[src/rtl/judge_pkg.sv]
// Shared types, constants and helpers for the sequence_judge game core.
package judge_pkg;

  typedef enum logic [2:0] {
    GEN,
    SHOW,
    INPUT,
    WIN,
    LOSE
  } state_t;

  localparam logic [15:0] LFSR_TAPS = 16'hB400;
  localparam int unsigned BTN_W = 4;
  localparam int unsigned IDX_W = 2;

  // Galois right-shift step of the 16-bit LFSR.
  function automatic logic [15:0] lfsr_step(input logic [15:0] cur);
    return cur[0] ? ((cur >> 1) ^ LFSR_TAPS) : (cur >> 1);
  endfunction

  // Element recorded for a GEN cycle: low bits of the post-shift value.
  function automatic logic [IDX_W-1:0] lfsr_elem(input logic [15:0] cur);
    logic [15:0] nxt;
    nxt = lfsr_step(cur);
    return nxt[IDX_W-1:0];
  endfunction

  function automatic logic [BTN_W-1:0] onehot(input logic [IDX_W-1:0] e);
    return BTN_W'(1) << e;
  endfunction

endpackage

[src/rtl/lfsr16.sv]
// Single 16-bit Galois LFSR; loads seed on reset and shifts when step_en is high.
module lfsr16
  import judge_pkg::*;
(
  input  logic        clk,
  input  logic        rst,
  input  logic [15:0] seed,
  input  logic        step_en,
  output logic [15:0] value
);

  always_ff @(posedge clk) begin
    if (rst) begin
      value <= seed;
    end else if (step_en) begin
      value <= lfsr_step(value);
    end
  end

endmodule

[src/rtl/sequence_judge.sv]
// Game core: generates a pseudo-random sequence, shows it on the LEDs, then judges presses.
// Optional input idle timeout is enabled by defining SEQUENCE_JUDGE_TIMEOUT_EN.
module sequence_judge
  import judge_pkg::*;
#(
  parameter int unsigned SEQ_LEN     = 8,
  parameter int unsigned DISP_CYC    = 50_000_000,
  parameter int unsigned TIMEOUT_CYC = 500_000_000,
  parameter logic [15:0] SEED        = 16'hACE1
) (
  input  logic             clk,
  input  logic             rst,
  input  logic             display_phase,
  input  logic [BTN_W-1:0] btn_pulse,
  output logic [BTN_W-1:0] led,
  output logic [4:0]       score,
  output logic             win,
  output logic             lose
);

  localparam int unsigned SI_W = $clog2(SEQ_LEN);
  localparam int unsigned DC_W = (DISP_CYC > 1) ? $clog2(DISP_CYC) : 1;
  localparam logic [SI_W-1:0] LAST_IDX  = SI_W'(SEQ_LEN - 1);
  localparam logic [DC_W-1:0] LAST_DISP = DC_W'(DISP_CYC - 1);

  if (SEQ_LEN < 2 || SEQ_LEN > 16 || SEED == 16'h0 || DISP_CYC == 0 || TIMEOUT_CYC == 0)
  begin : g_param_check
    $error("sequence_judge: illegal parameter value");
  end

  state_t state, state_d;

  logic [SI_W-1:0]  gen_cnt, gen_d;
  logic [SI_W-1:0]  show_idx, show_d;
  logic [SI_W-1:0]  step, step_d;
  logic [DC_W-1:0]  disp_cnt, disp_d;
  logic [4:0]       score_d;
  logic [BTN_W-1:0] led_d;
  logic [IDX_W-1:0] expect_elem;
  logic [IDX_W-1:0] seq [SEQ_LEN];
  logic [15:0]      lfsr_value;

`ifdef SEQUENCE_JUDGE_TIMEOUT_EN
  localparam int unsigned IDLE_W = (TIMEOUT_CYC > 1) ? $clog2(TIMEOUT_CYC) : 1;
  localparam logic [IDLE_W-1:0] LAST_IDLE = IDLE_W'(TIMEOUT_CYC - 1);
  logic [IDLE_W-1:0] idle_cnt, idle_d;
`endif

  lfsr16 u_lfsr (
    .clk     (clk),
    .rst     (rst),
    .seed    (SEED),
    .step_en (state == GEN),
    .value   (lfsr_value)
  );

  // Sequence store: one element captured per GEN cycle.
  always_ff @(posedge clk) begin
    if (rst) begin
      for (int i = 0; i < int'(SEQ_LEN); i++) begin
        seq[i] <= '0;
      end
    end else if (state == GEN) begin
      seq[gen_cnt] <= lfsr_elem(lfsr_value);
    end
  end

  always_ff @(posedge clk) begin
    if (rst) begin
      state <= GEN;
    end else begin
      state <= state_d;
    end
  end

  // Next-state and datapath decisions.
  always_comb begin
    state_d     = state;
    gen_d       = gen_cnt;
    show_d      = show_idx;
    disp_d      = disp_cnt;
    step_d      = step;
    score_d     = score;
    expect_elem = seq[step];
`ifdef SEQUENCE_JUDGE_TIMEOUT_EN
    idle_d      = idle_cnt;
`endif

    case (state)
      GEN: begin
        gen_d = gen_cnt + 1'b1;
        if (gen_cnt == LAST_IDX) begin
          state_d = display_phase ? SHOW : INPUT;
        end
      end

      SHOW: begin
        if (!display_phase) begin
          state_d = INPUT;
        end else if (disp_cnt == LAST_DISP) begin
          disp_d = '0;
          show_d = (show_idx == LAST_IDX) ? '0 : show_idx + 1'b1;
        end else begin
          disp_d = disp_cnt + 1'b1;
        end
      end

      INPUT: begin
        // A press always wins over a timeout landing in the same cycle.
        if (btn_pulse != '0) begin
          if (btn_pulse == onehot(expect_elem)) begin
            score_d = score + 5'd1;
            step_d  = step + 1'b1;
`ifdef SEQUENCE_JUDGE_TIMEOUT_EN
            idle_d  = '0;
`endif
            if (step == LAST_IDX) begin
              state_d = WIN;
            end
          end else begin
            state_d = LOSE;
          end
        end
`ifdef SEQUENCE_JUDGE_TIMEOUT_EN
        else if (idle_cnt == LAST_IDLE) begin
          state_d = LOSE;
        end else begin
          idle_d = idle_cnt + 1'b1;
        end
`endif
      end

      default: begin
      end
    endcase

    led_d = (state_d == SHOW) ? onehot(seq[show_d]) : '0;
  end

  always_ff @(posedge clk) begin
    if (rst) begin
      gen_cnt  <= '0;
      show_idx <= '0;
      disp_cnt <= '0;
      step     <= '0;
      score    <= '0;
      led      <= '0;
      win      <= 1'b0;
      lose     <= 1'b0;
`ifdef SEQUENCE_JUDGE_TIMEOUT_EN
      idle_cnt <= '0;
`endif
    end else begin
      gen_cnt  <= gen_d;
      show_idx <= show_d;
      disp_cnt <= disp_d;
      step     <= step_d;
      score    <= score_d;
      led      <= led_d;
      win      <= (state_d == WIN);
      lose     <= (state_d == LOSE);
`ifdef SEQUENCE_JUDGE_TIMEOUT_EN
      idle_cnt <= idle_d;
`endif
    end
  end

endmodule

[config.mk]
export PLATFORM = sky130hd
export DESIGN_NAME = sequence_judge
export DESIGN_NICKNAME = d
export VERILOG_FILES = /design/src/rtl/judge_pkg.sv /design/src/rtl/lfsr16.sv /design/src/rtl/sequence_judge.sv
export SDC_FILE = /design/constraint.sdc
export NUM_CORES = 1
export LEC_CHECK = 0
export CORE_ASPECT_RATIO = 0.75
export CORE_MARGIN = 4
export CORE_UTILIZATION = 55
export DETAILED_ROUTE_END_ITERATION = 10
export PLACE_DENSITY_LB_ADDON = 0.1
export SLEW_MARGIN = 15
export SYNTH_ARGS = -nofsm -noshare
export SYNTH_HDL_FRONTEND = slang
export SYNTH_SLANG_ARGS = --single-unit
[constraint.sdc]
create_clock -name clk -period 4.6 [get_ports clk]
set_input_delay 0.69 -clock clk [delete_from_list [all_inputs] [get_ports clk]]
set_output_delay 0.69 -clock clk [all_outputs]
set_load 0.1 [all_outputs]
==> impl_results.md <==
* Pleak at approximately 1.7 nW
* Cell with the most instances after synthesis: dfxtp_1
* Initial Utilization at between 50% and 60%
* Synth unique cells at 56
* Total Neg Setup Slack at 0 ps
* Worst EP required at 4870 ps
* Post-synth net total at ~460
* Worst-Margin Slew at a little under 1000 ps
* Final Hold Viols at 0
* Antenna violations before repair at 0
* CP arrival at approximately 3400 ps
* # IOs at 18
* Die width at 108 um
* Number of H-tree levels at 3
* Top cells by area, synth: dfxtp_1 33%, edfxtp_1 12%, nor2_1 6.1%
* Clk Latency, worst-skew pair at between 300 and 400 ps
* Num rows at 27
* Area of the multi-input gates at 2150 um^2
* Commonest cells in the netlist: 68 x dfxtp_1, 67 x nor2_1, 57 x nand2_1
* Fmax at 0.321 GHz
* Port Buffers at 17
* Max_cap viols at 0
* Post-synth ARST share at 0%
* Layout area overhead at 10.4%
* Layout Nets at 466
* CTS tree: yes
* DRT Wirelength at 8080 um
* Crit Path Max Fanout at 8
* CTS Buf Count at 9
* Ant diodes at 0
* Max clock buf depth at 2
* Slew HR at approximately a third
* Max-slew violation count at 0
* Fin Hold WS at 453 ps
* Hold Crit Class: reg2reg
* Final core utilization at just over 60%
* CTS Hold Bufs at 0
* Synthesized instance count at between 400 and 500
* Final HPWL DP at between 5000 and 6000 um
* Worst-path clk slew at ~70 ps
* Post_cts resized at 0
* DP Cell Count at about 540
* DR vias at just over 3,000
* Share of cells above drive strength 1 at 7.68%
* Worst IR Drop VDD at about 0.22 mV
* Vias in the first global route at 2,860
* Post-synth EDFFs at 16
* DR iter-0 viols at 162
* Yosys top cell area share at between 30% and 40%
* CORE AREA at 7300 um^2
* PwrDens at ~310 nW/um^2
* WL/cell at 14.5 um
* Setup repair bufs after CTS at 0
* Layout Skew at roughly 12 ps
* GP Congestion at between 0.8 and 0.9
* Final non-filler cell total at approximately 560
* Outcome: finished, final reports clean
* Die area at between 8000 and 9000 um^2
* RSZ-0062 raised after global routing: no
* Top_reg_cell synth: dfxtp_1
* Crit end category: flop
* DRT Pass-1 Iters at 4
* #FFs+latches synth at 84
* Post-DR vias/cell at between 5 and 6
* Storage element area at between 1500 and 2000 um^2
* # setup viols final at 0
* Setup CP Type: in2reg
* GRT Resource Usage Total at about 20%
* Warnings from Yosys at 0
* Mapped Area at 4110 um^2
* Die Ht at just over 80 um
* Total gr overflow at 0
* CTS Sinks at 84
* Sequential-to-total area share from yosys stat at 44.8%
* Largest net degree at the start of global routing at 49
* Syn_area_per_cell at around 9.3 um^2
* Dominant cell type by area after synthesis: dfxtp_1
* # fillers at approximately 630
* Period utilization at about two thirds
* First-pass GRT wire length at between 10,000 and 15,000 um
* Tmin final at between 3000 and 4000 ps
* Setup crit start kind: input pin
* Antenna-violating nets left at 0
* Root Buffer: clkbuf_8
* Drc violations at 0
==> worst max-delay path, cell delays in order <==
cell and delay (ps):
clkdlybuf4s50_1 510, nand4bb_1 400, nor4_4 550, nand3_2 130, nor2b_4 170, o221a_1 270, or4_4 540, nor2_1 120
==> logic make-up (layout without fill, tap and decap cells) <==
family                   Yosys count  in the layout  synth area share [%]
multiplexers                      18             18                  6.99
AND/OR/NAND/NOR                  218            218                  27.5
AO/OA/AOI/OAI                     59             59                  9.37
XOR/XNOR                          28             28                  5.96
flip-flops                        84             84                  44.8
adder cells (fa/ha/maj)            8              8                  2.43
buffers and inverters             27             41                  3.01
==> layer usage <==
metal  part of all wire [%]  vias up  global-route usage (%)  routed length (um)
met4                   0.99        0                    5.05                  80
met1                     52     1420                    29.2                4210
li1                       -     1571                       -                   -
met2                     41       63                    27.9                3340
met3                    5.5        8                    4.82                 441
met5                      0        -                       0                   0
==> final cells by class <==
type | instances | share of cell area, %
multi-input cells | 331 | 47.4
repair buffers | 19 | 4.08
clock inverters | 3 | 0.964
flip-flops and latches | 84 | 40.5
well taps | 101 | 2.78
inverters | 6 | 0.496
clock buffers | 13 | 3.75
==> metrics by stage <==
step | area, um^2 | setup slack [ps] | power, mW
floorplan | 4110 | 2120 | 0.862
global placement | 4330 | 1230 | 0.884
detailed placement | 4330 | 1160 | 0.887
CTS | 4540 | 1480 | 1.44
global route | 4540 | 1240 | 1.48
finish | 4540 | 1480 | 1.42
==> path summary, 6_finish.rpt <==
kind,slack [ps],depth (start not counted),start,endpoint
max,1480,8,display_phase,led[1]$_SDFF_PP0_
min,450,2,u_lfsr.value[9]$_SDFFE_PP0N_,u_lfsr.value[8]$_SDFFE_PP0N_
max reg2reg,1810,8,show_idx[0]$_SDFF_PP0_,led[1]$_SDFF_PP0_
min reg2reg,450,2,u_lfsr.value[9]$_SDFFE_PP0N_,u_lfsr.value[8]$_SDFFE_PP0N_
==> sequential cells by signal, summed over array words and instances (netlist names), named ones only <==
name	flops
u_lfsr.value	16
led	4
score	5
step	3
seq	16
win	1
disp_cnt	26
gen_cnt	3
show_idx	3
state	3
lose	1
==> placed cells by master, fill, tap and decap left out, types with 10 or more instances in the layout <==
cell type        Yosys  layout
a21oi_1             22      22
clkbuf_8             0      10
clkdlybuf4s50_1      0      17
dfxtp_1             68      68
edfxtp_1            16      16
nand2_1             57      57
nand3_1             14      14
nor2_1              67      67
nor3_1              12      11
xnor2_1             11      11
xor2_1              17      17
==> power breakdown <==
| group | leakage [nW] | total [mW] | switching (mW) | internal (mW) |
|---|---|---|---|---|
| registers | 0.721 | 0.790 | 0.0189 | 0.771 |
| clock network | 0.109 | 0.552 | 0.252 | 0.300 |
| logic | 0.861 | 0.0794 | 0.0430 | 0.0364 |
No activity file was read; power rests on OpenSTA's default activity.
